File: src/rtl/mult_div_unit.sv
// Iterative MULT/MULTU/DIV/DIVU engine owning the HI/LO registers.
// Define MULT_DIV_FAST_MUL_EN for single-cycle MULT/MULTU; divides stay iterative.
module mult_div_unit #(
    parameter int unsigned WIDTH = 32
) (
    input  logic             clk,
    input  logic             reset,
    input  logic             start,
    input  logic [1:0]       op,
    input  logic [WIDTH-1:0] a,
    input  logic [WIDTH-1:0] b,
    input  logic             hi_wren,
    input  logic             lo_wren,
    input  logic [WIDTH-1:0] wdata,
    output logic             busy,
    output logic             done,
    output logic             div_by_zero,
    output logic [WIDTH-1:0] hi,
    output logic [WIDTH-1:0] lo
);

    localparam int unsigned CntW = (WIDTH > 1) ? $clog2(WIDTH) : 1;
    localparam int unsigned W2   = 2 * WIDTH;

    typedef enum logic [1:0] {StIdle, StRun, StFixup} state_e;

    state_e            state_q, state_d;
    logic [CntW-1:0]   cnt_q, cnt_d;
    logic [1:0]        op_q, op_d;
    logic [WIDTH-1:0]  a_q, a_d, b_q, b_d;
    logic [WIDTH-1:0]  babs_q, babs_d;
    logic [WIDTH-1:0]  acc_hi_q, acc_hi_d, acc_lo_q, acc_lo_d;
    logic [WIDTH-1:0]  hi_q, hi_d, lo_q, lo_d;
    logic              done_q, done_d, dbz_q, dbz_d;

    logic [WIDTH-1:0]  a_abs, b_abs;
    logic [WIDTH:0]    mul_sum, div_shift, div_diff;
    logic [W2-1:0]     prod, prod_fix;
    logic              mul_neg, quo_neg, rem_neg;

    // Signed ops run on magnitudes; signs are restored in StFixup from the captured operands.
    assign a_abs = (!op[0] && a[WIDTH-1]) ? -a : a;
    assign b_abs = (!op[0] && b[WIDTH-1]) ? -b : b;

    assign mul_sum   = {1'b0, acc_hi_q} + (acc_lo_q[0] ? {1'b0, babs_q} : '0);
    assign div_shift = {acc_hi_q, acc_lo_q[WIDTH-1]};
    assign div_diff  = div_shift - {1'b0, babs_q};

    assign prod     = {acc_hi_q, acc_lo_q};
    assign mul_neg  = !op_q[0] && (a_q[WIDTH-1] ^ b_q[WIDTH-1]);
    assign quo_neg  = mul_neg;
    assign rem_neg  = !op_q[0] && a_q[WIDTH-1];
    assign prod_fix = mul_neg ? -prod : prod;

`ifdef MULT_DIV_FAST_MUL_EN
    logic signed [W2-1:0] fa_s, fb_s;
    logic [W2-1:0]        fast_prod_s, fast_prod_u, fast_prod;
    assign fa_s        = {{WIDTH{a[WIDTH-1]}}, a};
    assign fb_s        = {{WIDTH{b[WIDTH-1]}}, b};
    assign fast_prod_s = fa_s * fb_s;
    assign fast_prod_u = {{WIDTH{1'b0}}, a} * {{WIDTH{1'b0}}, b};
    assign fast_prod   = op[0] ? fast_prod_u : fast_prod_s;
`endif

    always_comb begin
        state_d  = state_q;
        cnt_d    = cnt_q;
        op_d     = op_q;
        a_d      = a_q;
        b_d      = b_q;
        babs_d   = babs_q;
        acc_hi_d = acc_hi_q;
        acc_lo_d = acc_lo_q;
        hi_d     = hi_q;
        lo_d     = lo_q;
        dbz_d    = dbz_q;
        done_d   = 1'b0;

        case (state_q)
            StIdle: begin
                if (hi_wren) hi_d = wdata;
                if (lo_wren) lo_d = wdata;
                if (start) begin
                    dbz_d    = 1'b0;
                    op_d     = op;
                    a_d      = a;
                    b_d      = b;
                    babs_d   = b_abs;
                    acc_hi_d = '0;
                    acc_lo_d = a_abs;
                    cnt_d    = '0;
                    state_d  = StRun;
`ifdef MULT_DIV_FAST_MUL_EN
                    if (!op[1]) begin
                        hi_d    = fast_prod[W2-1:WIDTH];
                        lo_d    = fast_prod[WIDTH-1:0];
                        done_d  = 1'b1;
                        state_d = StIdle;
                    end
`endif
                end
            end
            StRun: begin
                cnt_d = cnt_q + 1'b1;
                if (op_q[1]) begin
                    // Restoring step: keep the trial difference only when it did not borrow.
                    if (!div_diff[WIDTH]) begin
                        acc_hi_d = div_diff[WIDTH-1:0];
                        acc_lo_d = {acc_lo_q[WIDTH-2:0], 1'b1};
                    end else begin
                        acc_hi_d = div_shift[WIDTH-1:0];
                        acc_lo_d = {acc_lo_q[WIDTH-2:0], 1'b0};
                    end
                end else begin
                    acc_hi_d = mul_sum[WIDTH:1];
                    acc_lo_d = {mul_sum[0], acc_lo_q[WIDTH-1:1]};
                end
                if (cnt_q == CntW'(WIDTH - 1)) state_d = StFixup;
            end
            StFixup: begin
                state_d = StIdle;
                done_d  = 1'b1;
                if (!op_q[1]) begin
                    hi_d = prod_fix[W2-1:WIDTH];
                    lo_d = prod_fix[WIDTH-1:0];
                end else if (b_q == '0) begin
                    hi_d  = a_q;
                    lo_d  = '1;
                    dbz_d = 1'b1;
                end else begin
                    lo_d = quo_neg ? -acc_lo_q : acc_lo_q;
                    hi_d = rem_neg ? -acc_hi_q : acc_hi_q;
                end
            end
            default: state_d = StIdle;
        endcase
    end

    always_ff @(posedge clk) begin
        if (reset) begin
            state_q  <= StIdle;
            cnt_q    <= '0;
            op_q     <= '0;
            a_q      <= '0;
            b_q      <= '0;
            babs_q   <= '0;
            acc_hi_q <= '0;
            acc_lo_q <= '0;
            hi_q     <= '0;
            lo_q     <= '0;
            done_q   <= 1'b0;
            dbz_q    <= 1'b0;
        end else begin
            state_q  <= state_d;
            cnt_q    <= cnt_d;
            op_q     <= op_d;
            a_q      <= a_d;
            b_q      <= b_d;
            babs_q   <= babs_d;
            acc_hi_q <= acc_hi_d;
            acc_lo_q <= acc_lo_d;
            hi_q     <= hi_d;
            lo_q     <= lo_d;
            done_q   <= done_d;
            dbz_q    <= dbz_d;
        end
    end

    assign busy        = (state_q != StIdle);
    assign done        = done_q;
    assign div_by_zero = dbz_q;
    assign hi          = hi_q;
    assign lo          = lo_q;

endmodule

File: config.mk
export PLATFORM = sky130hd
export DESIGN_NAME = mult_div_unit
export DESIGN_NICKNAME = d
export VERILOG_FILES = /design/src/rtl/mult_div_unit.sv
export SDC_FILE = /design/constraint.sdc
export NUM_CORES = 1
export LEC_CHECK = 0
export BUFFER_PORTS_ARGS = -buffer_cell sky130_fd_sc_hd__buf_2
export CAP_MARGIN = 20
export CORE_UTILIZATION = 45
export CTS_BUF_LIST = sky130_fd_sc_hd__clkbuf_16
export DETAILED_ROUTE_END_ITERATION = 16
export PLACE_DENSITY = 0.69
export SETUP_SLACK_MARGIN = 0.05
export SLEW_MARGIN = 20
export SYNTH_ARGS = -nofsm -noshare
export SYNTH_HDL_FRONTEND = slang
export SYNTH_SLANG_ARGS = --single-unit
File: constraint.sdc
create_clock -name clk -period 3.5 [get_ports clk]
set_input_delay 0.7 -clock clk [delete_from_list [all_inputs] [get_ports clk]]
set_output_delay 0.7 -clock clk [all_outputs]
set_load 0.03 [all_outputs]
# Yosys cells after proc, flatten, opt, wreduce, memory -nomap -nowiden
# Cells that the tools add are included.
# op_classes
add_sub_neg,8
eq_ne,9
n_mux,32
bitwise_logic,1
reduce_logical,17
# ops
operator,count
$mux W32,16
$pmux W32 S2,4
$neg A32 Y32,4
$mux W64,1
$neg A64 Y64,1
$add A32 B32 Y33,1
$sub A33 B32 Y33,1
$logic_not A32 Y1,1
$ne A2 B2 Y1 const B,6
$pmux W5 S2,1
$reduce_and A2 Y1,5
$reduce_bool A2 Y1,3
$add A5 B1 Y5 const B,1
$eq A5 B5 Y1 const B,1
$mux W1,5
$mux W5,1
$logic_and A1 B1 Y1,4
$mux W2,2
$pmux W2 S2,1
$reduce_and A4 Y1,1
$eq A2 B1 Y1 const B,1
$eq A2 B2 Y1 const B,1
$logic_not A1 Y1,2
$logic_not A2 Y1,1
other kinds (2),2
# word_totals
register_bits,235
elab_cells,79

# Depth between registers and ports, before layout
# depth
ltp_word,6
ltp_mapped,15
mapped_depth_nobuf,13

# Worst setup path after synthesis
# No wires, ideal clock.
# synth_path
path_type,reg-to-reg
from,register acc_lo_q[0]
to,register acc_hi_q[26]
setup_time_ns,0.117
arrival_time_ns,3.115
path_slack_ns,0.267
path_stages_with_launch,15
cell_sequence,dfxtp_1 > clkbuf_1 > inv_1 > clkbuf_1 > nor2_1 > ha_1 > clkbuf_1 > nand4_1 > or3b_2 > a21oi_1 > a311oi_1 > o21bai_1 > a31oi_1 > mux2i_1 > a32o_1
# synth_between
elab_chain_len,4
# synth_lines
element,line_no,source
"start, declared",32,"logic [WIDTH-1:0] acc_hi_q, acc_hi_d, acc_lo_q, acc_lo_d;"
"start signal, assigned",161,acc_lo_q <= acc_lo_d;
$mux W32,45,"assign mul_sum = {1'b0, acc_hi_q} + (acc_lo_q[0] ? {1'b0, babs_q} : '0);"
$add A32 B32 Y33,45,
$mux W32,105,if (op_q[1]) begin
$pmux W32 S2,79,case (state_q)
"end signal, assigned",160,acc_hi_q <= acc_hi_d;
"end, declared",32,
# No other way between the ends.
# A chain may end at the register's enable or synchronous reset.

# Worst setup path after layout
# layout_path
from,register acc_lo_q[6]
to,register hi_q[11] (netlist: hi[11])
# layout_between
elab_chain_len,4
# layout_lines
element,line_no,source
$neg A64 Y64,53,assign prod_fix = mul_neg ? -prod : prod;
$mux W64,53,
$mux W32,123,if (!op_q[1]) begin
$pmux W32 S2,79,
"end signal, assigned",162,hi_q <= hi_d;
"end, declared",33,"logic [WIDTH-1:0] hi_q, hi_d, lo_q, lo_d;"
# No other way between the ends.

==> impl_metrics.ini <==
[outcome]
status = finished, final reports clean

[synthesis]
yosysTopAreaCell = dfxtp_1
syn_nets = 2536
synthTopCellsByArea = dfxtp_1, nand2_1, a21oi_1, nor2_1, xnor2_1
synth_commonest_cells = nand2_1, nor2_1, dfxtp_1
synthesis.area_um2 = 17300
netlist_instances = 2361
synth_top_area_frac = 0.271
syn_area_per_cell_um2 = 7.33
synth_top_flop_cell = dfxtp_1
synth_cell_type_count = 80
ys.warnings.count = 0
ys_ff_latch = 234
synth_edf_count = 0
async_flop_share = 0
ys_seq_area_frac = 0.271
yosysMostFrequentCell = nand2_1

[power]
vdd_drop_max_mv = 0.402
power_leakage_nw = 8.65
power_density_nw_per_um2 = 402

[place]
dp.cells = 2968
dp_hpwl_um = 45600
buffer_ports.inserted = 169
globalplace.congestion = 0.951

[worst_setup_path]
crit_type = register to register
cp_slowest_cell = a2111oi_1
path_cells = or4_4 -> nand4b_1 -> a2111oi_1 -> buf_4 -> and2_1 -> a21oi_1 -> xor2_1 -> o21ai_0 -> a2111oi_0
cp-end-kind = register
critical_path.startpoint_type = register
cpPeakStageDelay_ps = 640
crit_fanout = 5
r2r_start = acc_lo_q[6]
cp.arrival_ps = 3830
r2r_slack_ps = 70
crit_path_start = acc_lo_q[6]
r2r_cells = 9
cp.required_ps = 3900
rr_endpoint = hi[11]

[sta]
fin_crit_sh = 0.981
tns_ps = 0
maxSlewViolCount = 0
hold_viol = 0
setup_viol = 0
max_freq_mhz = 291
clock_skew_ps = 24.5
tightestPinTransition_ps = 1150
fin_crit_ps = 3430
rsz0062_at_grt = no
maxSlewHeadroom = 0.231

[floorplanning]
ioPinCount = 170
dieWidth_um = 198
core_um2 = 37800
rows = 71
die_area_um2 = 39200
die_h_um = 198
start_util = 0.458

[finish]
nFillCells = 3714
fin_cells = 3024
fin_nets = 2670
drive_above_1_share = 0.151
n_antenna_cell = 0
syn_to_final_growth_pct = 15.6

[drt]
routed_wl_um = 60400
drc = 0
drt-pass1-iter-count = 6
routedWlPerCell_um = 20.0
routed.top_layer = met4
wl_met3_um = 5210
viasPerCell = 6.04
drt_iter0_drc = 2059
wl_met2_um = 26300
route.vias.total = 18300
ant_nets = 0
drt-met1-wl_um = 26900

[global_routing]
grt_max_degree = 123
track_usage = 0.302
grt_pass1_vias = 16700
overflow = 0
grt_pass1_wl_um = 93200
antenna_found_initial = 0

[clock_tree]
cts_tree = done
cts_sinks = 234
clockBufferDepth = 3
path_clk_slew_ps = 60
clock_latency_ps = 560
h-tree-depth = 1
cts_buffers = 27
cts_root_buf = clkbuf_16
holdBufCountCts = 0

[worst_hold_path]
min_path_type = input port to register
min_to = op_q[1]
min_from = op[1]
hold-path-cell-count = 3

[job]
maxCapViolCount = 0
sequential cells by signal, indices dropped and copies added, names as in the netlist, 2 cells and up:
register	flops
cnt_q	5
b_q	32
state_q	2
lo	32
hi	32
acc_hi_q	32
a_q	32
op_q	2
acc_lo_q	32
babs_q	31
per-stage QoR:
step	power, W	hold WS [ps]	utilization	instance area (um^2)	worst slack, ps
6_report	0.00805	374	0.530	20000	66.4
5_1_grt	0.00839	395	0.530	20000	54.9
4_1_cts	0.00800	362	0.525	19800	54.6
3_5_place_dp	0.00533	448	0.504	19000	50.2
3_3_place_gp	0.00530	441	0.504	19000	130
2_1_floorplan	0.00457	432	-	17300	267
area by class of cell:
type                    instances  area, um^2  area share
multi-input cells            1870       11700       0.587
flip-flops and latches        234        4690       0.234
repair buffers                294        1870      0.0933
clock buffers                  27         676      0.0338
well taps                     511         639      0.0320
inverters                      68         255      0.0128
clock inverters                20         134     0.00670
cell families after synthesis:
kind of cell | share of synthesized area
flops | 0.271
fa+ha+maj | 0.0529
compound gates | 0.265
mux | 0.0379
xor+xnor | 0.0941
buf+inv | 0.0586
simple gates | 0.221
critical path: cells and delay by family (launching register included):
kind | cells | cell delay (ps)
DFF | 1 | 310
and+or+nand+nor | 3 | 1140
xor gates and xnor gates | 1 | 140
buffers and inverters | 1 | 250
AOI/OAI and AO/OA | 4 | 1460
power breakdown:
group / leakage [nW] / switching, W / internal [W] / total, W
registers: 1.93 / 0.000197 / 0.00285 / 0.00305
clock network: 0.419 / 0.00117 / 0.00153 / 0.00269
logic: 6.31 / 0.00145 / 0.000856 / 0.00230
cells in the final DEF (no fill, tap or decap), types with 17 or more instances in the layout:
| master | count |
|---|---|
| a211oi_1 | 83 |
| a21o_1 | 35 |
| a21oi_1 | 206 |
| a22oi_1 | 21 |
| a311oi_1 | 54 |
| a31oi_1 | 30 |
| buf_2 | 168 |
| buf_4 | 119 |
| clkbuf_16 | 27 |
| dfxtp_1 | 233 |
| ha_1 | 67 |
| inv_1 | 74 |
| mux2i_1 | 61 |
| nand2_1 | 326 |
| nand2b_1 | 22 |
| nand3_1 | 22 |
| nor2_1 | 274 |
| nor3_1 | 38 |
| nor4_1 | 30 |
| o211ai_1 | 26 |
| o21ai_0 | 125 |
| or3_1 | 17 |
| xnor2_1 | 107 |
| xor2_1 | 79 |
worst max-delay path by stage:
stage	cells after the start	slack, ps	end
CTS	13	50	acc_hi_q[18]
global placement	14	130	acc_hi_q[31]
finish	9	70	hi[11]
global route	12	50	hi[26]
detailed placement	14	50	acc_hi_q[31]
floorplan	14	270	acc_hi_q[26]
layer usage:
| metal | up-vias | global-route usage |
|---|---|---|
| met2 | 820 | 0.465 |
| met1 | 8621 | 0.428 |
| met3 | 115 | 0.0441 |
| met5 | - | 0 |
| met4 | 0 | 0.102 |
| li1 | 8709 | - |
what timing repair did:
item / 4_1_cts / 5_1_grt
pin swaps: 0 / 1
setup buffers: 0 / 9
endpoints found under the setup margin: 1 / 29
resized for setup: 1 / 19
Power figures use the tool's default switching activity.
